$ cat src/rtl/imm_gen_pipe.sv
// imm_gen_pipe: pipelined RV32I/RV64I immediate decoder with a 2-entry skid buffer and illegal-opcode counter
module imm_gen_pipe #(
  parameter int XLEN  = 32,
  parameter int CNT_W = 16
) (
  input  logic             clk,
  input  logic             reset,
  input  logic             in_valid,
  output logic             in_ready,
  input  logic [31:0]      in_instr,
  output logic             out_valid,
  input  logic             out_ready,
  output logic [XLEN-1:0]  out_imm,
  output logic [2:0]       out_fmt,
  output logic             out_illegal,
  output logic [CNT_W-1:0] illegal_count
);
  typedef struct packed {
    logic [XLEN-1:0] imm;
    logic [2:0]      fmt;
    logic            ill;
  } entry_t;
  entry_t dec, main_e, skid_e;
  logic main_v, skid_v, accept, drain, sh;
  logic [6:0] op;
  logic [5:0] shamt;
  assign op     = in_instr[6:0];
  assign sh     = op == 7'b0010011 && in_instr[13:12] == 2'b01;
  // bit 25 belongs to the shift amount only on 64-bit datapaths
  assign shamt  = {XLEN == 64 && in_instr[25], in_instr[24:20]};
  assign accept = in_valid && in_ready;
  assign drain  = main_v && out_ready;
  assign in_ready    = !skid_v;
  assign out_valid   = main_v;
  assign out_imm     = main_e.imm;
  assign out_fmt     = main_e.fmt;
  assign out_illegal = main_e.ill;
  always_comb begin
    dec = '0;
    case (op)
      7'b0000011, 7'b1100111: begin
        dec.fmt = 3'd1;
        dec.imm = XLEN'($signed(in_instr[31:20]));
      end
      7'b0010011: begin
        dec.fmt = sh ? 3'd6 : 3'd1;
        dec.imm = sh ? XLEN'(shamt) : XLEN'($signed(in_instr[31:20]));
      end
      7'b0100011: begin
        dec.fmt = 3'd2;
        dec.imm = XLEN'($signed({in_instr[31:25], in_instr[11:7]}));
      end
      7'b1100011: begin
        dec.fmt = 3'd3;
        dec.imm = XLEN'($signed({in_instr[31], in_instr[7], in_instr[30:25], in_instr[11:8], 1'b0}));
      end
      7'b0110111, 7'b0010111: begin
        dec.fmt = 3'd4;
        dec.imm = XLEN'($signed({in_instr[31:12], 12'b0}));
      end
      7'b1101111: begin
        dec.fmt = 3'd5;
        dec.imm = XLEN'($signed({in_instr[31], in_instr[19:12], in_instr[20], in_instr[30:21], 1'b0}));
      end
      7'b0110011: dec.fmt = 3'd0;
      default: begin
        dec.fmt = 3'd7;
        dec.ill = 1'b1;
      end
    endcase
  end
  always_ff @(posedge clk) begin
    if (reset) begin
      main_e        <= '0;
      skid_e        <= '0;
      main_v        <= 1'b0;
      skid_v        <= 1'b0;
      illegal_count <= '0;
    end else begin
      if (drain && skid_v) begin
        main_e <= skid_e;
        skid_v <= 1'b0;
      end else if (drain) begin
        main_v <= accept;
        if (accept) main_e <= dec;
      end else if (accept && !main_v) begin
        main_e <= dec;
        main_v <= 1'b1;
      end else if (accept) begin
        skid_e <= dec;
        skid_v <= 1'b1;
      end
      if (accept && dec.ill && illegal_count != '1) illegal_count <= illegal_count + 1'b1;
    end
  end
endmodule

$ cat config.mk
export PLATFORM = sky130hd
export DESIGN_NAME = imm_gen_pipe
export DESIGN_NICKNAME = d
export VERILOG_FILES = /design/src/rtl/imm_gen_pipe.sv
export SDC_FILE = /design/constraint.sdc
export NUM_CORES = 1
export LEC_CHECK = 0
export ABC_CLOCK_PERIOD_IN_PS = 2000
export BUFFER_PORTS_ARGS = -buffer_cell sky130_fd_sc_hd__buf_2
export CAP_MARGIN = 20
export CELL_PAD_IN_SITES_DETAIL_PLACEMENT = 1
export CELL_PAD_IN_SITES_GLOBAL_PLACEMENT = 2
export CORE_MARGIN = 8
export CORE_UTILIZATION = 32
export DETAILED_ROUTE_END_ITERATION = 10
export PLACE_DENSITY = 0.85
export SYNTH_ARGS = -nofsm -noshare
export SYNTH_HDL_FRONTEND = slang
export SYNTH_SLANG_ARGS = --single-unit
$ cat constraint.sdc
create_clock -name clk -period 2 [get_ports clk]
set_input_delay 0.2 -clock clk [delete_from_list [all_inputs] [get_ports clk]]
set_output_delay 0.2 -clock clk [all_outputs]
set_load 0.01 [all_outputs]
==> flow_metrics.tcl <==
set metrics [dict create \
    io-pin-count 90 \
    fillCellCount 1657 \
    htree_levels 3 \
    grt_pass1_vias 4771 \
    synthToLayoutAreaGrowth_pct 24.88 \
    wirelength_um 15040 \
    grt_pass1_wl_um 24460 \
    async_flop_share_pct 0 \
    place_hpwl_um 10730 \
    final_antenna_net_count 0 \
    synth.avg_cell_area_um2 8.092 \
    initial_core_util_pct 32.69 \
    max_freq_ghz 0.5407 \
    grt_max_degree 29 \
    routedWlPerCell_um 18.63 \
    vdd_drop_max_mv 0.4572 \
    fin_area_um2 5406 \
    wl_met1_um 6664 \
    synth_ff_type "dfxtp_1" \
    endpoint_kind "flip-flop" \
    synthCells 535 \
    r2r_setup_slack_ps 150 \
    arrival_ps 2140 \
    gr-usage-all-layers_pct 17.04 \
    top_layer "met4" \
    slew_viol_final 0 \
    die_y_um 132.3 \
    nets 663 \
    power_leakage_nw 2.111 \
    port_buffers 89 \
    cts_tree "done" \
    place_area_um2 5070 \
    clk_latency_ps 360 \
    required_ps 2290 \
    setup_viol 0 \
    drc 0 \
    post_cts_buffers 0 \
    drive_above_1_share_pct 24.88 \
    finalHoldViolCount 0 \
    met2_wirelength_um 7535 \
    dr.first_iter.drc_count 259 \
    hold-path-endpoint "skid_e[9]$_SDFFE_PP0P_" \
    diodes 0 \
    yosysWarnings 0 \
    fin_crit_sh_pct 92.47 \
    r2r_start "illegal_count[0]$_SDFFE_PP0P_" \
    status "finished clean" \
    die_w_um 132.3 \
    reg2regPathDepth 6 \
    regToRegEndpoint "illegal_count[10]$_SDFFE_PP0P_" \
    synth_cell_types 61 \
    critPathSlowestCell "or4_1" \
    synth_edf_count 0 \
    holdPathStages 2 \
    cts_resized 0 \
    fin_skew_ps 5.749 \
    ys_seq_area_share_pct 41.62 \
    clockRootBuffer "clkbuf_16" \
    path_delay_family "simple AND/OR/NAND/NOR gates" \
    final.min_clock_period_ps 1849 \
    vias 4495 \
    maxCapViolCount 0 \
    min-delay-start "in_instr[25]" \
    path_buf_inv 1 \
    synthesis.area_um2 4329 \
    cts_sinks 90 \
    fin_setup_tns_ps 0 \
    maxSlewHeadroom_pct 62.97 \
    routed-wl-met3_um 697 \
    crit_fanout 6 \
    cts_buffers 9 \
    synth.net_count 572 \
    p_per_area_nw_per_um2 801.5 \
    rsz0062_at_grt "false" \
    cts_hold_buf 0 \
    hp-class "input port to flip-flop" \
    firstDrtPassIters 5 \
    synth_seq_cells 90 \
    startpoint_type "flip-flop" \
    coreArea_um2 13240 \
    clk_pin_slew_ps 70 \
    antenna_found_initial 0 \
    critPathMaxStageDelay_ps 410 \
    worst_pin_slew_ps 553.1 \
    die-area_um2 17510 \
    routed_via_density 5.570 \
    cts.path.max_buffers 2 \
    grt_overflow_total 0 \
    place.gp.congestion 0.8360 \
    crit_chain "ha_1 > inv_1 > nor4_4 > nand4_1 > or4_1 > a21oi_1" \
    path_class "flip-flop to flip-flop" \
    rows 42 \
]
==> cell families after synthesis <==
kind of cell / share of synthesized area [%]
AOI/OAI and AO/OA: 29.51
adders and majority gates: 0.2890
buffers and inverters: 5.028
DFF: 41.62
muxes: 1.272
and+or+nand+nor: 22.28
==> synth_stat cells, types with 2 or more instances <==
| master | count | area share (%) |
|---|---|---|
| dfxtp_1 | 90 | 42 |
| a21oi_1 | 83 | 9.6 |
| nand2_1 | 80 | 6.9 |
| o21ai_0 | 35 | 4.0 |
| nor2_1 | 31 | 2.7 |
| clkbuf_1 | 28 | 2.4 |
| o221ai_1 | 17 | 3.4 |
| nand3_1 | 15 | 1.7 |
| o21ai_1 | 11 | 1.3 |
| a22o_1 | 10 | 2.0 |
| buf_2 | 9 | 1.0 |
| nor2b_1 | 9 | 1.3 |
| nor3_1 | 8 | 0.92 |
| o31ai_1 | 8 | 1.4 |
| or4_1 | 8 | 1.4 |
| a211oi_1 | 6 | 1.0 |
| a221oi_1 | 6 | 1.2 |
| and2_1 | 4 | 0.58 |
| and3_1 | 4 | 0.58 |
| buf_6 | 4 | 1.0 |
| inv_1 | 4 | 0.35 |
| nand4_1 | 4 | 0.58 |
| and4_1 | 3 | 0.61 |
| mux2_1 | 3 | 0.78 |
| nor4_2 | 3 | 0.87 |
| o211ai_1 | 3 | 0.52 |
| o22ai_1 | 3 | 0.43 |
| o311ai_0 | 3 | 0.61 |
| o31a_1 | 3 | 0.61 |
| o41ai_1 | 3 | 0.61 |
| or2_2 | 3 | 0.43 |
| a31oi_1 | 2 | 0.29 |
| nand2b_1 | 2 | 0.29 |
| nand2b_4 | 2 | 0.64 |
| nand3b_1 | 2 | 0.35 |
==> cell usage in the layout (no fill, tap or decap), types with 2 or more instances in the layout <==
cell,instances
dfxtp_1,90
buf_2,89
a21oi_1,83
nand2_1,80
o21ai_0,35
buf_4,32
nor2_1,31
o221ai_1,17
nand3_1,15
o21ai_1,11
a22o_1,10
nor2b_1,9
clkbuf_16,9
nor3_1,8
o31ai_1,8
or4_1,8
a211oi_1,6
a221oi_1,6
inv_1,4
and2_1,4
and3_1,4
nand4_1,4
o31a_1,3
and4_1,3
mux2_1,3
or2_2,3
o311ai_0,3
o41ai_1,3
o211ai_1,3
nor4_4,2
nand2b_4,2
nand3b_1,2
nand2b_1,2
a31oi_1,2
nor4_2,2
o22ai_1,2
bufinv_16,2
clkinvlp_4,2
==> layer usage <==
metal	up-vias	track usage (%)
met3	10	4.954
li1	2161	-
met2	102	30.22
met1	2222	19.73
met4	0	3.912
met5	-	0
==> final cells by class <==
class	instances	area, um2	area share (%)
clock inverters	6	88.84	1.643
clock buffers	10	239.0	4.420
inverters	5	18.77	0.3471
multi-input cells	398	2332	43.14
well taps	176	220.2	4.073
repair buffers	122	705.7	13.05
flip-flops and latches	90	1802	33.33
==> registers in the layout (all words and copies together) (netlist names) <==
signal	count
out_valid	1
illegal_count	16
skid_e	36
skid_v	1
out_imm	32
out_fmt	3
out_illegal	1
==> metrics by stage <==
step	util [%]	power, W	worst slack, ps	cells	hold WS (ps)
after floorplan	-	0.002238	241.2	535	325.7
after global routing	40.83	0.004505	16.24	807	95.23
after detailed placement	38.28	0.002478	73.53	791	447.9
after global placement	38.28	0.002457	143.9	791	435.6
after CTS	40.76	0.004381	59.13	807	85.14
final	40.83	0.004333	150.6	807	107.0
==> how the worst max path moves through the flow <==
stage | start | endpoint | slack [ps] | cells after the start
2_1_floorplan | illegal_count[0]$_SDFFE_PP0P_ | illegal_count[10]$_SDFFE_PP0P_ | 240 | 6
6_report | illegal_count[0]$_SDFFE_PP0P_ | illegal_count[10]$_SDFFE_PP0P_ | 150 | 6
3_5_place_dp | illegal_count[0]$_SDFFE_PP0P_ | illegal_count[10]$_SDFFE_PP0P_ | 70 | 6
5_1_grt | illegal_count[0]$_SDFFE_PP0P_ | illegal_count[4]$_SDFFE_PP0P_ | 20 | 6
4_1_cts | illegal_count[0]$_SDFFE_PP0P_ | illegal_count[10]$_SDFFE_PP0P_ | 60 | 6
3_3_place_gp | illegal_count[0]$_SDFFE_PP0P_ | illegal_count[10]$_SDFFE_PP0P_ | 140 | 6
==> power by group <==
part | switching, W | internal [W] | leakage, nW | total (W)
Combinational | 0.000336 | 0.000202 | 1.23 | 0.000539
Sequential | 0.0000426 | 0.00185 | 0.731 | 0.00190
Clock | 0.000766 | 0.00113 | 0.155 | 0.00190
No activity file was read; power rests on OpenSTA's default activity.
